`src/rtl/im_access_ctrl.sv`:
```
// Front-end controller for the single-port instruction memory: BOOT-phase loader access,
// RUN-phase round-robin sharing between loader writes and fetch reads, pc validation.
module im_access_ctrl #(
    parameter int DataSize  = 32,
    parameter int AddrWidth = 10,
    parameter int PcWidth   = 32
) (
    input  logic                 clk_i,
    input  logic                 rst_ni,
    input  logic                 boot_done_i,
    input  logic                 ld_valid_i,
    output logic                 ld_ready_o,
    input  logic [AddrWidth-1:0] ld_addr_i,
    input  logic [DataSize-1:0]  ld_data_i,
    input  logic                 fetch_valid_i,
    output logic                 fetch_ready_o,
    input  logic [PcWidth-1:0]   fetch_pc_i,
    output logic                 fetch_rvalid_o,
    output logic [DataSize-1:0]  fetch_rdata_o,
    output logic                 fetch_err_o,
    output logic [AddrWidth:0]   ld_count_o,
    output logic                 running_o,
    output logic [AddrWidth-1:0] im_addr_o,
    output logic                 im_enable_mem_o,
    output logic                 im_enable_fetch_o,
    output logic                 im_enable_write_o,
    output logic [DataSize-1:0]  im_wdata_o,
    input  logic [DataSize-1:0]  im_rdata_i
);

    typedef enum logic {
        Boot,
        Run
    } state_e;

    localparam logic [AddrWidth:0] CountMax = {1'b1, {AddrWidth{1'b0}}};

    state_e                state_q, state_d;
    logic                  lastFetch_q, lastFetch_d;
    logic [AddrWidth:0]    ldCount_q, ldCount_d;
    logic [AddrWidth-1:0]  addr_q;
    logic [DataSize-1:0]   wdata_q;
    logic                  rvalid_q, rvalid_d;
    logic                  err_q, err_d;

    logic                  ldAcc, fetchAcc, fetchMem, pcOk;
    logic [AddrWidth-1:0]  pcWord;

    assign pcOk   = (fetch_pc_i[1:0] == 2'b00) && (fetch_pc_i[PcWidth-1:AddrWidth+2] == '0);
    assign pcWord = fetch_pc_i[AddrWidth+1:2];

    always_ff @(posedge clk_i or negedge rst_ni) begin
        if (!rst_ni) begin
            state_q <= Boot;
        end else begin
            state_q <= state_d;
        end
    end

    always_comb begin
        state_d = state_q;
        if (state_q == Boot && boot_done_i) begin
            state_d = Run;
        end
    end

    // Grants depend only on state, valids and the round-robin pointer; reset blocks both.
    always_comb begin
        ld_ready_o    = 1'b0;
        fetch_ready_o = 1'b0;
        if (rst_ni) begin
            case (state_q)
                Boot: ld_ready_o = 1'b1;
                Run: begin
                    ld_ready_o    = ld_valid_i && (!fetch_valid_i || lastFetch_q);
                    fetch_ready_o = fetch_valid_i && (!ld_valid_i || !lastFetch_q);
                end
                default: ;
            endcase
        end
    end

    assign ldAcc    = ld_valid_i && ld_ready_o;
    assign fetchAcc = fetch_valid_i && fetch_ready_o;
    assign fetchMem = fetchAcc && pcOk;

    always_comb begin
        im_enable_mem_o   = ldAcc || fetchMem;
        im_enable_write_o = ldAcc;
        im_enable_fetch_o = fetchMem;
        im_addr_o         = addr_q;
        im_wdata_o        = wdata_q;
        if (ldAcc) begin
            im_addr_o  = ld_addr_i;
            im_wdata_o = ld_data_i;
        end else if (fetchMem) begin
            im_addr_o = pcWord;
        end
    end

    always_comb begin
        lastFetch_d = lastFetch_q;
        if (ldAcc) begin
            lastFetch_d = 1'b0;
        end else if (fetchAcc) begin
            lastFetch_d = 1'b1;
        end
        ldCount_d = ldCount_q;
        if (ldAcc && ldCount_q != CountMax) begin
            ldCount_d = ldCount_q + 1'b1;
        end
        rvalid_d = fetchAcc;
        err_d    = fetchAcc && !pcOk;
    end

    // Address/wdata registers make the IM bus hold its last value when idle.
    always_ff @(posedge clk_i or negedge rst_ni) begin
        if (!rst_ni) begin
            lastFetch_q <= 1'b0;
            ldCount_q   <= '0;
            addr_q      <= '0;
            wdata_q     <= '0;
            rvalid_q    <= 1'b0;
            err_q       <= 1'b0;
        end else begin
            lastFetch_q <= lastFetch_d;
            ldCount_q   <= ldCount_d;
            addr_q      <= im_addr_o;
            wdata_q     <= im_wdata_o;
            rvalid_q    <= rvalid_d;
            err_q       <= err_d;
        end
    end

    assign fetch_rvalid_o = rvalid_q;
    assign fetch_err_o    = err_q;
    assign fetch_rdata_o  = (rvalid_q && !err_q) ? im_rdata_i : '0;
    assign ld_count_o     = ldCount_q;
    assign running_o      = (state_q == Run);

endmodule

```
`config.mk`:
```
export PLATFORM = sky130hd
export DESIGN_NAME = im_access_ctrl
export DESIGN_NICKNAME = d
export VERILOG_FILES = /design/src/rtl/im_access_ctrl.sv
export SDC_FILE = /design/constraint.sdc
export NUM_CORES = 1
export LEC_CHECK = 0
export ABC_AREA = 1
export CAP_MARGIN = 10
export CORE_ASPECT_RATIO = 1.75
export CORE_UTILIZATION = 30
export CTS_CLUSTER_SIZE = 16
export DETAILED_ROUTE_END_ITERATION = 10
export PLACE_DENSITY = 0.7
export SLEW_MARGIN = 20
export SYNTH_ARGS = -nofsm -noshare
export SYNTH_HDL_FRONTEND = slang
export SYNTH_SLANG_ARGS = --single-unit
```
`constraint.sdc`:
```
create_clock -name clk_i -period 3.7 [get_ports clk_i]
set_input_delay 0.74 -clock clk_i [delete_from_list [all_inputs] [get_ports clk_i]]
set_output_delay 0.74 -clock clk_i [all_outputs]
set_load 0.01 [all_outputs]
```
==> results by group <==
Status
  • Status: finished clean

Yosys
  • Count of cell types in the netlist: 21
  • Top cell type's share of synthesized area: 48.1%
  • Top cells by area, synth: dfrtp_1, nand2_1, inv_1
  • Syn nets: 531
  • Synthesized cell area: 2960 um^2
  • Avg Inst Size Synth: 7.09 um^2
  • Synth area leader: dfrtp_1
  • Synth Register Bits: 57
  • Sequential fraction of the synthesis area: 48.1%
  • Yosys warns: 0
  • Cells after Synth: 418

Route
  • Routed WL: 9560 um
  • Drt via density: 4.36
  • DRC: 0
  • Pre-antenna DRT Iters: 4
  • Drt first-iter violations: 117
  • Routed wire per std cell: 12.8 um
  • Final ANT Viol Nets: 0
  • Vias: 3,266

Floorplan
  • Core area: 9530 um^2
  • Num rows: 47
  • Die W: 77.1 um
  • Die area: 10,300 um^2
  • Io pins: 204
  • Starting density of the core: 31.1%
  • Die H: 133 um

Clock tree
  • CTS resizes: 0
  • TritonCTS buffer count: 9
  • Worst-path clk slew: 0.05 ns
  • CTS tree: built
  • Clock tree root driver cell: clkbuf_16
  • CTS H-Tree Depth: 3
  • TritonCTS Sinks: 57
  • Insertion delay to the later sink of the worst-skew pair: 0.32 ns
  • Clock tree buffer depth: 2
  • Post-CTS setup repair buffer count: 0
  • Hold buffer count at CTS: 0

Setup path
  • Crit start category: primary input
  • Worst Reg-to-Reg Cells: 8
  • Kind of critical path: in -> out
  • Crit Reg-Reg Startpoint: lastFetch_q
  • Worst flop-to-flop path endpoint: ld_count_o[9]
  • Crit end category: output pin
  • Maximum net fanout on the critical path: 36
  • R2R Setup Slk: 1.84 ns
  • CP required: 2.96 ns
  • WP data arrival: 2.79 ns

Timing
  • Period Utilization, post-route: 95.5%
  • Minimum clock period: 3.53 ns
  • Slew HR: 34.7%
  • Final setup fails: 0
  • Slew @ Worst Pin: 0.977 ns
  • Clk_skew: 0.00261 ns
  • Final hold violations: 0
  • Slew Limit Fails: 0
  • RSZ-0062 raised after global routing: no
  • Setup TNS: 0 ns
  • Fmax: 0.283 GHz

Worst hold path
  • Hold WC Path Type: in -> async

Finish
  • Area grow syn2layout: 82.7%
  • Share of cells above drive strength 1: 4.78%
  • Final Core Density: 56.8%
  • Total Nets Final: 736
  • Antenna diode count: 0

Global route
  • Maximum number of pins on one net before global-route repair: 46
  • Initial antenna violation count: 0
  • Global route overflow: 0
  • Total track usage: 18.5%
  • Global-route wire length before repair: 14,900 um
  • Vias in the first global route: 3,309

Placement
  • Routability Congestion: 0.794
  • I/O Buffers: 203
  • Hpwl dp: 7360 um

Run
  • Max Cap Viol: 0

Power and ir drop
  • PD cells: 479 nW/um^2
  • P_leak: 2.65 nW
  • VDD IR max: 0.000312 V
-- stage by stage --
| step | area [um^2] | cells | hold WS (ns) | power, W | worst slack, ns |
|---|---|---|---|---|---|
| 5_1_grt | 5410 | 749 | 0.493 | 0.00275 | 0.00955 |
| 4_1_cts | 5410 | 749 | 0.478 | 0.00263 | 0.0969 |
| 3_5_place_dp | 5130 | 734 | 0.461 | 0.00184 | 0.128 |
| 2_1_floorplan | 2960 | 418 | 0.444 | 0.00127 | 1.34 |
| 3_3_place_gp | 5130 | 734 | 0.458 | 0.00183 | 0.206 |
| 6_report | 5410 | 749 | 0.472 | 0.00259 | 0.167 |
-- layout by cell type, fill, tap and decap left out, types with 3 or more instances in the layout --
master           Yosys  final
clkbuf_8             0      3
nor2_1              50     50
clkinv_2             0      3
nand2_1            163    163
nor3_1               6      6
o21ai_0              8      8
xor2_1               7      7
clkbuf_16            0      9
nand3_1             25     25
dfrtp_1             57     57
inv_1               71     71
buf_4                6      4
clkdlybuf4s50_1      0    202
nand4_1              4      4
-- cells in the mapped netlist, drive strengths merged --
master and count:
nand2 163, inv 73, dfrtp 57, nor2 53
nand3 26, buf 9, o21ai 8, xor2 7
clkbuf 6, nor3 6, nand4 4, ha 2
or2 2, nand3b 1, o211ai 1
-- cell families after synthesis --
group	count (synthesis)	share of synthesized area [%]
AND/OR/NAND/NOR	255	35.1
AO/OA/AOI/OAI	9	1.77
flip-flops	57	48.1
adder cells (fa/ha/maj)	2	0.844
buffers and inverters	88	12.0
XOR/XNOR	7	2.07
-- how the worst max path moves through the flow --
stage                        startpoint            to  slack [ns]
after detailed placement     ld_valid_i  im_addr_o[6]        0.13
after global routing         ld_valid_i  im_addr_o[6]        0.01
final                        ld_valid_i  im_addr_o[0]        0.17
after CTS                    ld_valid_i  im_addr_o[2]         0.1
after global placement       ld_valid_i  im_addr_o[2]        0.21
after floorplan           fetch_pc_i[1]  im_addr_o[3]        1.34
-- sequential cells by signal, summed over array words and instances, names as in the netlist --
register	flops
addr_q	10
fetch_err_o	1
fetch_rvalid_o	1
lastFetch_q	1
ld_count_o	11
running_o	1
wdata_q	32
-- metal layers --
layer / share of wire, % / track usage (%) / wire length (um)
met5: 0 / 0 / 0
met4: 3.3 / 9.64 / 311
met3: 10 / 5.96 / 959
met2: 48 / 32.6 / 4610
met1: 38 / 19.4 / 3670
-- worst max-delay path, cell delays in order --
cell and delay (ns):
clkdlybuf4s50_1 0.57, inv_2 0.05, o211ai_2 0.22, nand3_4 0.14, inv_4 0.13, buf_12 0.20
nand2_1 0.07, nand2_1 0.10, clkdlybuf4s50_1 0.55
-- cell type report --
type / count / area (um^2)
flip-flops and latches: 57 / 1430
repair buffers: 209 / 2100
fillers: 860 / 4110
clock buffers: 12 / 267
multi-input cells: 273 / 1180
well taps: 122 / 153
clock inverters: 3 / 15.0
inverters: 73 / 277
-- where the power goes --
| part | leakage (nW) | internal, W | switching [W] | total (W) |
|---|---|---|---|---|
| registers | 0.712 | 0.000785 | 0.0000866 | 0.000871 |
| logic | 1.79 | 0.000525 | 0.000433 | 0.000959 |
| clock network | 0.144 | 0.000499 | 0.000265 | 0.000764 |
| total | 2.65 | 0.00181 | 0.000785 | 0.00259 |
(Power assumes the default switching activity.)
